[src/rtl/pingala_pkg.sv]
// Shared Pingala definitions: size defaults, enumerator state encoding and Meru-table width.
package pingala_pkg;

  localparam int unsigned MAX_N_DEFAULT     = 16;
  localparam int unsigned CNT_WIDTH_DEFAULT = 32;
  // Wide enough for C(16,8); the binary unit sizes its Meru entries with this too.
  localparam int unsigned MERU_WIDTH        = 16;

  typedef enum logic [1:0] {
    IDLE,
    EMIT,
    FINISH
  } state_t;

endpackage

[src/rtl/pingala_next_comb.sv]
// Combinational Prastara successor: the next larger value with the same Guru count (Gosper step).
module pingala_next_comb #(
  parameter int unsigned MAX_N = 16
) (
  input  logic [MAX_N-1:0] x,
  output logic [MAX_N-1:0] next
);

  localparam int unsigned W  = MAX_N + 1;
  localparam int unsigned CW = $clog2(MAX_N + 1);

  logic [W-1:0]  xe;
  logic [W-1:0]  c;
  logic [W-1:0]  r;
  logic [CW-1:0] ctz;
  logic          found;

  always_comb begin
    ctz   = '0;
    found = 1'b0;
    for (int unsigned i = 0; i < MAX_N; i++) begin
      if (x[i] && !found) begin
        ctz   = i[CW-1:0];
        found = 1'b1;
      end
    end
  end

  // One spare bit so the ripple add cannot overflow; the shift by ctz stands in for division by c.
  assign xe   = {1'b0, x};
  assign c    = xe & (~xe + W'(1));
  assign r    = xe + c;
  assign next = MAX_N'((((r ^ xe) >> 2) >> ctz) | r);

endmodule

[src/rtl/prastara_enumerator.sv]
// Streams every n-bit pattern with exactly k Gurus in ascending order, tagged with its rank.
// Optional self-check enabled by defining PRASTARA_SELFCHECK_EN.
module prastara_enumerator
  import pingala_pkg::*;
#(
  parameter int unsigned MAX_N     = MAX_N_DEFAULT,
  parameter int unsigned CNT_WIDTH = CNT_WIDTH_DEFAULT
) (
  input  logic                 clk,
  input  logic                 rst,
  input  logic                 start,
  input  logic                 abort,
  input  logic [4:0]           n_value,
  input  logic [4:0]           k_value,
  output logic                 out_valid,
  input  logic                 out_ready,
  output logic [MAX_N-1:0]     out_pattern,
  output logic [CNT_WIDTH-1:0] out_rank,
  output logic                 out_last,
  output logic [CNT_WIDTH-1:0] total_count,
  output logic                 busy,
  output logic                 done,
  output logic                 err,
  output logic                 chk_fail
);

  state_t           state;
  logic [MAX_N-1:0] last_q;
  logic [MAX_N-1:0] next_pat;
  logic [MAX_N-1:0] first_pat;
  logic [MAX_N-1:0] final_pat;
  logic             start_bad;

  function automatic logic [MAX_N-1:0] low_ones(input logic [4:0] k);
    logic [MAX_N:0] one;
    one      = (MAX_N + 1)'(1);
    low_ones = MAX_N'((one << k) - one);
  endfunction

  assign first_pat = low_ones(k_value);
  assign final_pat = first_pat << (n_value - k_value);
  assign start_bad = (n_value == '0) || (32'(n_value) > MAX_N) || (k_value > n_value);

  pingala_next_comb #(.MAX_N(MAX_N)) u_next (
    .x    (out_pattern),
    .next (next_pat)
  );

  // The final pattern is fixed at start, so out_last is registered alongside each new pattern.
  always_ff @(posedge clk) begin
    if (rst) begin
      state       <= IDLE;
      last_q      <= '0;
      out_valid   <= 1'b0;
      out_pattern <= '0;
      out_rank    <= '0;
      out_last    <= 1'b0;
      total_count <= '0;
      busy        <= 1'b0;
      done        <= 1'b0;
      err         <= 1'b0;
    end else begin
      done <= 1'b0;
      err  <= 1'b0;
      unique case (state)
        IDLE: begin
          if (start) begin
            if (start_bad) begin
              state <= FINISH;
              done  <= 1'b1;
              err   <= 1'b1;
            end else begin
              last_q      <= final_pat;
              out_pattern <= first_pat;
              out_rank    <= '0;
              total_count <= '0;
              out_last    <= (first_pat == final_pat);
              out_valid   <= 1'b1;
              busy        <= 1'b1;
              state       <= EMIT;
            end
          end
        end
        EMIT: begin
          if (abort) begin
            state     <= IDLE;
            out_valid <= 1'b0;
            out_last  <= 1'b0;
            busy      <= 1'b0;
          end else if (out_ready) begin
            total_count <= total_count + CNT_WIDTH'(1);
            if (out_last) begin
              state     <= FINISH;
              out_valid <= 1'b0;
              out_last  <= 1'b0;
              busy      <= 1'b0;
              done      <= 1'b1;
            end else begin
              out_pattern <= next_pat;
              out_rank    <= out_rank + CNT_WIDTH'(1);
              out_last    <= (next_pat == last_q);
            end
          end
        end
        FINISH:  state <= IDLE;
        default: state <= IDLE;
      endcase
    end
  end

`ifdef PRASTARA_SELFCHECK_EN
  logic [4:0]            n_q;
  logic [4:0]            k_q;
  logic [MAX_N-1:0]      prev_q;
  logic [MERU_WIDTH-1:0] meru_row [0:MAX_N];
  logic [MERU_WIDTH-1:0] meru_nk;

  // Meru row n built in place; descending j keeps row r-1 values readable.
  always_comb begin
    for (int unsigned j = 0; j <= MAX_N; j++)
      meru_row[j] = (j == 0) ? MERU_WIDTH'(1) : '0;
    for (int unsigned r = 1; r <= MAX_N; r++)
      if (r <= 32'(n_q))
        for (int unsigned j = MAX_N; j >= 1; j--)
          meru_row[j] = meru_row[j] + meru_row[j-1];
    meru_nk = meru_row[k_q];
  end

  always_ff @(posedge clk) begin
    if (rst) begin
      chk_fail <= 1'b0;
      n_q      <= '0;
      k_q      <= '0;
      prev_q   <= '0;
    end else begin
      if (state == IDLE && start && !start_bad) begin
        n_q <= n_value;
        k_q <= k_value;
      end
      if (out_valid && out_ready && !abort) begin
        prev_q <= out_pattern;
        if ($countones(out_pattern) != int'(k_q))
          chk_fail <= 1'b1;
        if (out_rank != '0 && out_pattern <= prev_q)
          chk_fail <= 1'b1;
      end
      if (done && !err && total_count != CNT_WIDTH'(meru_nk))
        chk_fail <= 1'b1;
    end
  end
`else
  assign chk_fail = 1'b0;
`endif

endmodule
[config.mk]
export PLATFORM = sky130hd
export DESIGN_NAME = prastara_enumerator
export DESIGN_NICKNAME = d
export VERILOG_FILES = /design/src/rtl/pingala_pkg.sv /design/src/rtl/pingala_next_comb.sv /design/src/rtl/prastara_enumerator.sv
export SDC_FILE = /design/constraint.sdc
export NUM_CORES = 1
export LEC_CHECK = 0
export ABC_AREA = 1
export CAP_MARGIN = 20
export CORE_MARGIN = 4
export CORE_UTILIZATION = 37
export CTS_CLUSTER_SIZE = 20
export DETAILED_ROUTE_END_ITERATION = 8
export PLACE_DENSITY = 0.62
export SKIP_LAST_GASP = 1
export SLEW_MARGIN = 20
export SYNTH_ARGS = -nofsm -noshare
export SYNTH_HDL_FRONTEND = slang
export SYNTH_SLANG_ARGS = --single-unit
[constraint.sdc]
create_clock -name clk -period 3.26 [get_ports clk]
set_input_delay 0.652 -clock clk [delete_from_list [all_inputs] [get_ports clk]]
set_output_delay 0.652 -clock clk [all_outputs]
set_load 0.01 [all_outputs]
==> results.yml <==
logic_synthesis:
  synth-async-reset-ratio_pct: 0
  synth.distinct_cells: 56
  yosys-top-cells-area: "dfxtp_1 26%, nand2_1 16%, nor2_1 7.4%"
  ys_seq_elements: 102
  synth_edf_count: 0
  syn_area_per_cell_sq_um: 6.05
  syn_area_sq_um: 8000
  ys.flop_type: "dfxtp_1"
  synth_top_area_share_pct: 25.5
  syn_inst: 1323
  ys_seq_area_share_pct: 25.5
  synth_warnings: 0
  syn_nets: 1347
  synth_largest_area_cell: "dfxtp_1"
timing:
  slew_viol_final: 0
  period_needed_ps: 3050
  hold_viol_final: 0
  worst_pin_slew_ps: 601
  finalClockSkew_ps: 7.82
  tns_ps: 0
  finalSetupViolCount: 0
  slew_headroom_pct: 59.6
  whs_ps: 483
  finalCritPeriodShare_pct: 93.6
  max_freq_mhz: 328
power:
  power.leakage_nw: 4.21
  peakVddDrop_mv: 0.381
  power.internal_mw: 3.41
  p_seq_share_pct: 21.0
  swShare_pct: 50.0
  p_switching_mw: 3.41
  p_per_area_nw_per_um2: 653
  p_clk_share_pct: 14.6
  combPwrFrac_pct: 64.4
final_layout:
  diodes: 0
  syn_to_final_growth_pct: 30.6
  final_nets: 1527
  post_route_cells_drive_above_1_share_pct: 14.3
  final_cells: 1782
  stdcell_area_sq_um: 10500
  final_common_cell: "nand2_1"
  utilization_pct: 49.4
  layout_common_cells: "345 x nand2_1, 148 x nor2_1, 127 x inv_1"
clocking:
  clockBufferDepth: 2
  cts.htree.levels: 3
  clk_latency_ps: 350
  cts_tree: "done"
  cts_hold_buf: 0
  cts-root-buf: "clkbuf_16"
  clkTransAtPathRegs_ps: 70
  clock_sinks: 102
  numCtsBuffers: 9
setup_path:
  crit_buf_inv: 3
  worst-path-stages: 21
  setup.worst_path.end_class: "register"
  rr_worst_depth: 21
  required_ps: 3550
  regToRegSetupSlack_ps: 210
  crit_path_cell_trace: "nor2_1 -> nand2_2 -> nor2_8 -> buf_4 -> nand3_2 -> nor2_1 -> nor2_1 -> inv_1 -> nor2_2 -> inv_2 -> nand3_1 -> nand3_1 -> a21boi_1 -> nand2_1 -> nand2_1 -> nand2_1 -> nor2_1 -> nand2_1 -> nor2_1 -> nand3_1 -> a21oi_1"
  r2r-start: "out_pattern[4]"
  crit_type: "reg2reg"
  r2r-end: "out_last"
  worstPathArrival_ps: 3340
  critPathSlowestCell: "dfxtp_2"
  critPathMostFrequentCell: "nor2_1"
  startpoint_type: "register"
  critPathMaxStageDelay_ps: 420
  path_max_fanout: 10
  crit_family: "simple AND/OR/NAND/NOR gates"
detailed_routing:
  via_count: 9314
  drt-pass1-iter-count: 5
  wire_per_inst_um: 15.3
  drc: 0
  drt-vias-per-instance: 5.23
  initialDrtViolationCount: 568
  wl_mm: 27.2
  ant_nets: 0
floorplanning:
  fp.dieH_um: 155
  ios: 101
  die_w_um: 155
  die_area_sq_um: 24000
  num_rows: 53
  start_util_pct: 37.8
  coreArea_sq_um: 21200
job:
  maxCapViolCount: 0
worst_hold_path:
  hp-start: "last_q[15]"
  hp-class: "reg2reg"
  hold_path_end: "last_q[15]"
  whs_path_depth: 2
status:
  status: "finished clean"
grt:
  grt_pass1_vias: 8572
  grt_pass1_wl_mm: 43.8
  grt.total_usage_pct: 22.2
  antenna_found_initial: 0
  grt_max_degree: 40
  overflow: 0
placement:
  dpl_cell_area_sq_um: 9960
  port_buffers: 99
  dp_cells: 1760
  gp_congestion: 0.929
  dp_hpwl_mm: 21.5
## worst max-delay path by stage
| stage | end | from | slack, ps |
|---|---|---|---|
| floorplan | total_count[23] | k_value[2] | 160 |
| global placement | out_rank[27] | k_value[2] | -360 |
| detailed placement | out_rank[27] | k_value[2] | -430 |
| CTS | out_rank[27] | n_value[0] | 20 |
| global route | out_last | out_pattern[0] | -8 |
| finish | out_last | out_pattern[4] | 210 |
## routing by layer
| metal | global-route usage (%) | vias up | part of all wire [%] |
|---|---|---|---|
| met1 | 30.6 | 4269 | 47 |
| li1 | - | 4755 | - |
| met3 | 4.23 | 31 | 6.0 |
| met5 | 0 | - | 0 |
| met4 | 5.13 | 0 | 1.5 |
| met2 | 35.9 | 259 | 46 |
## cells by family (layout without fill, tap and decap cells)
group,after synthesis,in the layout,synth area share (%)
XOR/XNOR,47,47,5.15
other,1,1,0.0469
AO/OA/AOI/OAI,224,224,15.5
flip-flops,102,102,25.5
AND/OR/NAND/NOR,746,747,42.2
buffers and inverters,190,373,9.59
adder cells (fa/ha/maj),9,9,1.50
multiplexers,4,4,0.500
## power groups by stage
stage | clock network [mW] | registers [mW] | logic, mW
2_1_floorplan | 0 | 1.46 | 2.91
3_3_place_gp | 0 | 1.45 | 4.19
3_5_place_dp | 0 | 1.46 | 4.19
4_1_cts | 1.02 | 1.43 | 4.22
5_1_grt | 1.06 | 1.45 | 4.87
6_report | 0.997 | 1.44 | 4.39
## layout make-up
cell class / count / area [sq um]
fillers: 2141 / 10700
multi-input cells: 1032 / 5350
flip-flops and latches: 102 / 2050
repair buffers: 216 / 1920
inverters: 142 / 538
well taps: 275 / 344
clock buffers: 12 / 236
clock inverters: 3 / 21.3
## cell usage after synthesis (8+ instances only)
master    instances
nor3_1           51
o21ai_0          74
nand2_1         346
inv_1           131
nor2_2            9
inv_2            10
o211ai_1         11
ha_1              8
buf_2            10
o21ai_1          11
nand3_1          81
nor4_1           18
xnor2_1          13
xor2_1           34
clkbuf_1         30
nor2_1          157
dfxtp_1         102
nand4_1          44
a21oi_1          95
## worst reg2reg max path, delay by kind of cell, from the launching register on
family                 cells  cell delay, ps
AOI/OAI and AO/OA          2             440
buffers and inverters      3             360
DFF                        1             420
and+or+nand+nor           16            1750
## state kept, by name, summed over array words and instances (netlist names)
| name | cells |
|---|---|
| done | 1 |
| out_rank | 32 |
| out_last | 1 |
| state | 2 |
| err | 1 |
| last_q | 16 |
| total_count | 32 |
| busy | 1 |
| out_pattern | 16 |
## through the flow
| step | total power [mW] | worst slack, ps |
|---|---|---|
| after global placement | 5.65 | -358 |
| after CTS | 6.67 | 24.7 |
| after detailed placement | 5.64 | -429 |
| after global routing | 7.37 | -7.89 |
| after floorplan | 4.37 | 160 |
| final | 6.83 | 208 |
## repair_timing
action                                  CTS  global route
gates resized for setup                   8            48
pin swaps                                 3            13
endpoints found under the hold margin     0             0
buffers inserted                          2             4
endpoints found under the setup margin    7            44
gates cloned                              0             1
No activity file was read; power rests on OpenSTA's default activity.
